[src/rtl/xike_pkg.sv]
// Shared definitions for the combined-raw-stream splitter: lane geometry, bundle layout, FSM states.
// Pure declarations; no timing or backpressure behaviour of its own.
package xike_pkg;

  localparam int LANES        = 5;
  localparam int CH_W         = 12;
  localparam int DATA_W       = 16;
  localparam int BND_W        = 32;
  localparam int BND_DATA_LSB = 0;
  localparam int BND_CH_LSB   = 17;

  typedef enum logic {
    IDLE = 1'b0,
    EMIT = 1'b1
  } split_state_t;

  // Bit 16 and bits 31:29 stay zero.
  function automatic logic [BND_W-1:0] make_bundle(input logic [DATA_W-1:0] d,
                                                   input logic [CH_W-1:0]   ch);
    logic [BND_W-1:0] b;
    b = '0;
    b[BND_DATA_LSB +: DATA_W] = d;
    b[BND_CH_LSB +: CH_W]     = ch;
    return b;
  endfunction

endpackage

[src/rtl/raw_split_5_streams_lowest_set_onehot.sv]
// One-hot of the lowest set bit of a vector (zero in gives zero out).
// Purely combinational: zero latency, no backpressure.
module lowest_set_onehot #(
  parameter int W = 5
) (
  input  logic [W-1:0] vec,
  output logic [W-1:0] onehot
);

  // Two's-complement trick isolates the least significant set bit.
  assign onehot = vec & (~vec + W'(1));

endmodule

[src/rtl/raw_split_5_streams.sv]
// Splits an 80-bit 5-lane combined word into per-lane 32-bit bundles, ascending lane order, one per beat.
// First beat one cycle after acceptance; a new word is taken only with the last beat's handshake.
module raw_split_5_streams #(
  parameter int LANES = xike_pkg::LANES,
  parameter int CH_W  = xike_pkg::CH_W
) (
  input  logic                          bus_clk,
  input  logic                          xike_reset,
  input  logic                          comb_valid,
  output logic                          comb_ready,
  input  logic [LANES*16-1:0]           comb_data,
  input  logic [LANES*CH_W-1:0]         comb_ch,
  input  logic [LANES-1:0]              lane_mask,
  output logic                          bundle_valid,
  input  logic                          bundle_ready,
  output logic [31:0]                   bundle_data,
  output logic [LANES-1:0]              bundle_streamno,
  output logic [31:0]                   word_cnt
);

  import xike_pkg::*;

  split_state_t              state, state_nxt;
  logic [LANES*DATA_W-1:0]   data_q;
  logic [LANES*CH_W-1:0]     ch_q;
  logic [LANES-1:0]          pending, pending_nxt;
  logic [LANES-1:0]          cur, cur_nxt;
  logic [LANES-1:0]          remaining, first_cur, next_cur;
  logic [31:0]               cnt_q;
  logic [1:0]                cnt_inc;
  logic                      rdy_en;
  logic                      last_beat, beat_done, accept, load;
  logic [DATA_W-1:0]         sel_data;
  logic [CH_W-1:0]           sel_ch;

  assign remaining = pending & ~cur;
  assign last_beat = (remaining == '0);
  assign beat_done = (state == EMIT) && bundle_ready;

  // rdy_en keeps comb_ready low while reset is held and until the first clock after release.
  assign comb_ready = rdy_en && ((state == IDLE) || (beat_done && last_beat));
  assign accept     = comb_valid && comb_ready;

  lowest_set_onehot #(.W(LANES)) u_first (
    .vec    (lane_mask),
    .onehot (first_cur)
  );

  lowest_set_onehot #(.W(LANES)) u_next (
    .vec    (remaining),
    .onehot (next_cur)
  );

  always_comb begin
    state_nxt   = state;
    pending_nxt = pending;
    cur_nxt     = cur;
    load        = 1'b0;
    cnt_inc     = 2'd0;
    if (beat_done) begin
      if (!last_beat) begin
        pending_nxt = remaining;
        cur_nxt     = next_cur;
      end else begin
        state_nxt   = IDLE;
        pending_nxt = '0;
        cur_nxt     = '0;
        cnt_inc     = 2'd1;
      end
    end
    // A word accepted on the last beat overrides the return to IDLE.
    if (accept) begin
      load = 1'b1;
      if (lane_mask != '0) begin
        state_nxt   = EMIT;
        pending_nxt = lane_mask;
        cur_nxt     = first_cur;
      end else begin
        state_nxt   = IDLE;
        pending_nxt = '0;
        cur_nxt     = '0;
        cnt_inc     = cnt_inc + 2'd1;
      end
    end
  end

  always_ff @(posedge bus_clk or posedge xike_reset) begin
    if (xike_reset) begin
      state   <= IDLE;
      pending <= '0;
      cur     <= '0;
      cnt_q   <= '0;
      rdy_en  <= 1'b0;
      data_q  <= '0;
      ch_q    <= '0;
    end else begin
      state   <= state_nxt;
      pending <= pending_nxt;
      cur     <= cur_nxt;
      cnt_q   <= cnt_q + 32'(cnt_inc);
      rdy_en  <= 1'b1;
      if (load) begin
        data_q <= comb_data;
        ch_q   <= comb_ch;
      end
    end
  end

  always_comb begin
    sel_data = '0;
    sel_ch   = '0;
    for (int k = 0; k < LANES; k++) begin
      if (cur[k]) begin
        sel_data = data_q[k*DATA_W +: DATA_W];
        sel_ch   = ch_q[k*CH_W +: CH_W];
      end
    end
  end

  assign bundle_valid    = (state == EMIT);
  assign bundle_streamno = bundle_valid ? cur : '0;
  assign bundle_data     = bundle_valid ? make_bundle(sel_data, sel_ch) : '0;
  assign word_cnt        = cnt_q;

endmodule

[config.mk]
export PLATFORM = sky130hd
export DESIGN_NAME = raw_split_5_streams
export DESIGN_NICKNAME = d
export VERILOG_FILES = /design/src/rtl/xike_pkg.sv /design/src/rtl/raw_split_5_streams_lowest_set_onehot.sv /design/src/rtl/raw_split_5_streams.sv
export SDC_FILE = /design/constraint.sdc
export NUM_CORES = 1
export LEC_CHECK = 0
export ABC_AREA = 1
export CORE_MARGIN = 2
export CORE_UTILIZATION = 56
export CTS_BUF_LIST = sky130_fd_sc_hd__clkbuf_8
export CTS_CLUSTER_SIZE = 24
export DETAILED_ROUTE_END_ITERATION = 8
export GPL_ROUTABILITY_DRIVEN = 0
export GPL_TIMING_DRIVEN = 0
export PLACE_DENSITY = 0.94
export SYNTH_ARGS = -nofsm -noshare
export SYNTH_HDL_FRONTEND = slang
export SYNTH_SLANG_ARGS = --single-unit
[constraint.sdc]
create_clock -name bus_clk -period 21 [get_ports bus_clk]
set_clock_uncertainty 0.1 [all_clocks]
set_input_delay 5.25 -clock bus_clk [delete_from_list [all_inputs] [get_ports bus_clk]]
set_output_delay 5.25 -clock bus_clk [all_outputs]
set_load 0.02 [all_outputs]
-- Word level (Yosys, flattened, before mapping)
Index checks and enable logic that the tools add are counted.
- register bits after elaboration: 184
- input port bits: 149
- output and inout port bits: 71
- logic and storage cells: 57
- $add $sub $neg: 4
- muxes and demuxes: 29
- bitwise gates (word level): 7
- reductions and logical operators: 10
- operator list (cell ; number):
    16-bit 2-to-1 mux ; 5
    12-bit 2-to-1 mux ; 5
    5-bit 2-to-1 mux ; 9
    32-bit by 2-bit adder with 32-bit output ; 1
    29-bit 2-to-1 mux ; 1
    5-bit AND ; 3
    5-bit inverter ; 3
    5-bit by 1-bit adder with 5-bit output, second input constant ; 2
    1-bit 2-to-1 mux ; 7
    5-bit zero test ; 1
    5-bit nonzero test ; 1
    1-bit logical AND ; 4
    2-bit 2-to-1 mux ; 2
    2-bit nonzero test ; 2
    2-bit by 1-bit adder with 2-bit output, second input constant ; 1
    2-bit AND reduction ; 1
    1-bit logical OR ; 1
    1-bit inverter ; 1

-- Depth between registers and ports, before layout
- depth in word-level cells: 9
- gate-level depth with buffers: 21
- depth with buffers taken out: 18

-- By module
A second synthesis with hierarchy kept.
- cell total of the unflattened synthesis: 1144
- area total of the unflattened synthesis: 8844.7 um^2
- modules (own cells, without submodules) (module ; instances ; cells each ; area an instance (um^2) ; sequential area each (um^2)):
    raw_split_5_streams ; 1 ; 1122 ; 8752.1 ; 4604.4
    lowest_set_onehot ; 2 ; 11 ; 46.3 ; 0.0

-- Least setup slack after synthesis
No wires, ideal clock.
- path type: input-to-output
- start point: in bundle_ready
- end point: out comb_ready
- arrival time: 6044 ps
- required time: 15650 ps
- slack: 9606 ps
- stages: 6
- buffers on the path: 1
- cells stage by stage: nand2_2 > inv_2 > nand2_2 > o21bai_2 > buf_2 > and2_1
- word-level cells in the longest chain between the ends: 4
- RTL lines (what ; RTL line ; RTL):
    start: declaration ; raw_split_5_streams.sv:15 ; input logic bundle_ready,
    1-bit logical AND ; raw_split_5_streams.sv:38 ; assign beat_done = (state == EMIT) && bundle_ready;
    1-bit logical AND ; raw_split_5_streams.sv:41 ; assign comb_ready = rdy_en && ((state == IDLE) || (beat_done && last_beat));
    1-bit logical OR ; raw_split_5_streams.sv:41 ;
    1-bit logical AND ; raw_split_5_streams.sv:41 ;
    end: declaration ; raw_split_5_streams.sv:10 ; output logic comb_ready,
Every way passes these cells.

-- Final worst setup path
Same ends and word-level chain as after synthesis.

==> results.toml <==
[power]
power_per_cell_area_mw_per_mm2 = 132
combPwrFrac_pct = 45.6
p_sw_mw = 0.682
vdd_drop_max_mv = 0.0628
internal_power_mw = 0.922
seqPwrFrac_pct = 37.6
power_mw = 1.60
power_frac_clock_pct = 16.9
p_leak_nw = 5.71
swShare_pct = 42.5

[die]
die_area_mm2 = 0.0175
chipWidth_um = 132
die_y_um = 132
core_mm2 = 0.0160
fp-row-count = 46
start_util_pct = 57.6
ioPinCount = 220

[worst_setup_path]
r2r_cells = 16
worst_ep_arrival_time_ns = 7.35
worst_setup_path_end_kind = "primary output"
crit_type = "input port to primary output"
required_ns = 15.65
reg2reg_from = "rdy_en"
r2r_slack_ns = 16.95
startpoint_type = "input port"
cp-startpoint = "bundle_ready"
critical_path_peak_fanout = 10
r2r-end = "word_cnt[30]"
endpoint = "comb_ready"

[route]
drtPass1Iterations = 6
drt-initial-drc-count = 1253
finalWirelength_um = 30300
viasPerCell = 6.03
wl_per_cell_um = 18.5
postRouteAntennaNets = 0
drc = 0
num_vias = 9853

[clock_network]
cts_resized = 0
cts_buffer_depth = 2
cts-buffers-inserted = 17
clock_latency_ns = 0.48
cts_setup_buffers = 0
clockRootBuffer = "clkbuf_8"
cts.sinks = 183
htree_levels = 4
tritoncts = "done"
cts_hold_buf = 0
path_clk_slew_ns = 0.09

[layout]
syn_to_final_growth_pct = 31.7
fill_cells = 1169
antenna_cells = 0
fin_nets = 1558
drive_above_1_share_pct = 5.78
regArea_mm2 = 0.00458
multi_input_area_mm2 = 0.00404

[global_routing]
grt_pass1_vias = 9651
antenna_found_initial = 1
grt-ovfl-total = 0
grt_max_degree = 99
grtUsageTotal_pct = 35.2
grt_pass1_wl_um = 48500

[timing]
slew_headroom_pct = 44.6
slew_violations = 0
final-setup-viol-count = 0
fin_tns_setup_ns = 0
tightest_slew_ns = 0.828
fin_crit_ns = 12.70
fmax_mhz = 78.7
period_share_pct = 60.5
grt_setup_unrepaired = "false"
finalHoldViolations = 0

[run]
drv_cap = 0

[place]
io_buffers = 215
hpwlAfterDp_um = 22400

[synthesis]
syn_inst = 1167
avgSynthCellArea_um2 = 7.90
yosysSeqAreaShare_pct = 49.7
synth-seq-cells = 183
yosysWarningCount = 0
ys_types = 32
synth_area_mm2 = 0.00922

[outcome]
status = "finished clean"

[hold_path]
hp-class = "flop to flop"
==> power by group through the flow <==
| stage | logic [mW] | registers (mW) | clock network, mW |
|---|---|---|---|
| after CTS | 0.718 | 0.598 | 0.271 |
| after detailed placement | 0.712 | 0.602 | 0 |
| after global routing | 0.795 | 0.617 | 0.285 |
| after global placement | 0.683 | 0.594 | 0 |
| final | 0.731 | 0.602 | 0.271 |
| after floorplan | 0.438 | 0.580 | 0 |
==> state kept, by name (all words and copies together) (netlist names) <==
signal,cells
bundle_valid,1
rdy_en,1
word_cnt,32
data_q,80
cur,4
pending,5
ch_q,60
==> through the flow <==
step / cell area [µm²] / hold slack (ns) / std cells / worst slack, ns / util [%]
floorplan: 9230 / 0.337 / 1170 / 9.61 / -
global placement: 11700 / 0.350 / 1601 / 8.38 / 72.8
detailed placement: 11700 / 0.354 / 1602 / 8.33 / 73.0
CTS: 12100 / 0.374 / 1634 / 8.32 / 75.9
global route: 12100 / 0.402 / 1634 / 8.24 / 75.9
finish: 12100 / 0.378 / 1634 / 8.30 / 75.9
==> Yosys cell counts <==
library cell	number	area share, %
buf_4	12	0.98
fa_1	1	0.22
o21bai_2	1	0.12
nor2_1	39	1.6
nand3_2	1	0.11
and2_1	1	0.068
nand2_1	434	18
nand2_2	2	0.14
xor2_1	14	1.3
clkbuf_1	52	2.1
dfrtp_1	183	50
ha_1	3	0.41
a31oi_1	1	0.068
o21ai_1	20	1.1
buf_2	27	1.5
o211ai_1	28	2.3
nor2_2	1	0.068
nor3_1	11	0.60
buf_1	4	0.16
a22oi_1	1	0.081
a21oi_1	88	4.8
o21bai_1	1	0.081
and3_1	1	0.068
inv_2	4	0.16
nand3b_1	6	0.49
inv_1	43	1.8
o21ai_0	14	0.76
a21oi_2	1	0.095
nand3_1	16	0.87
conb_1	2	0.081
xnor2_1	4	0.38
nand4_1	151	10
==> cell type report <==
cell class	instances	area share, %
Buffer	95	3.59
Clock buffer	18	2.04
Clock inverter	14	1.70
Inverter	47	1.51
Multi-Input combinational cell	845	33.3
Sequential cell	183	37.7
Tap cell	216	2.23
Timing Repair Buffer	216	18.0
==> per-layer routing <==
layer / GRT usage (%) / part of all wire, % / vias up
met4: 19.3 / 5.2 / 0
met3: 8.19 / 11 / 124
met5: 0 / 0 / -
met1: 44.3 / 37 / 4599
met2: 56.4 / 47 / 722
li1: - / - / 4408
==> cells in the final DEF (no fill, tap or decap), types with 14 or more instances in the layout <==
cell type        Yosys  final
nand2_1            434    434
a21oi_1             88     88
dfrtp_1            183    183
xor2_1              14     14
clkdlybuf4s50_1      0    215
o21ai_0             14     14
inv_1               43     43
nor2_1              39     39
clkbuf_8             0     18
nand3_1             16     16
o211ai_1            28     28
o21ai_1             20     20
buf_2               27     27
clkbuf_1            52     52
nand4_1            151    151
==> cell families (layout without fill, tap and decap cells) <==
logic type | Yosys count | after routing | synth area share [%]
flops | 183 | 183 | 49.7
simple gates | 663 | 663 | 31.9
buf+inv | 142 | 390 | 6.64
fa+ha+maj | 4 | 4 | 0.624
other cells | 2 | 5 | 0.0815
compound gates | 155 | 155 | 9.35
xor+xnor | 18 | 18 | 1.71
==> worst max-delay path, stage by stage <==
cell and delay [ns]:
clkdlybuf4s50_1 0.47, nand2_2 0.08, inv_2 0.11, nand2_2 0.06, o21bai_2 0.17, buf_2 0.32
and2_1 0.21, clkdlybuf4s50_1 0.67
==> worst min path at each step <==
| stage | to | slack, ns | depth (start not counted) | start |
|---|---|---|---|---|
| after floorplan | ch_q[59] | 0.34 | 2 | ch_q[59] |
| after global placement | data_q[69] | 0.35 | 2 | data_q[69] |
| after detailed placement | data_q[67] | 0.35 | 2 | data_q[67] |
| after CTS | data_q[67] | 0.37 | 2 | data_q[67] |
| after global routing | data_q[9] | 0.40 | 2 | data_q[9] |
| final | data_q[64] | 0.38 | 2 | data_q[64] |
(Power assumes the default switching activity.)
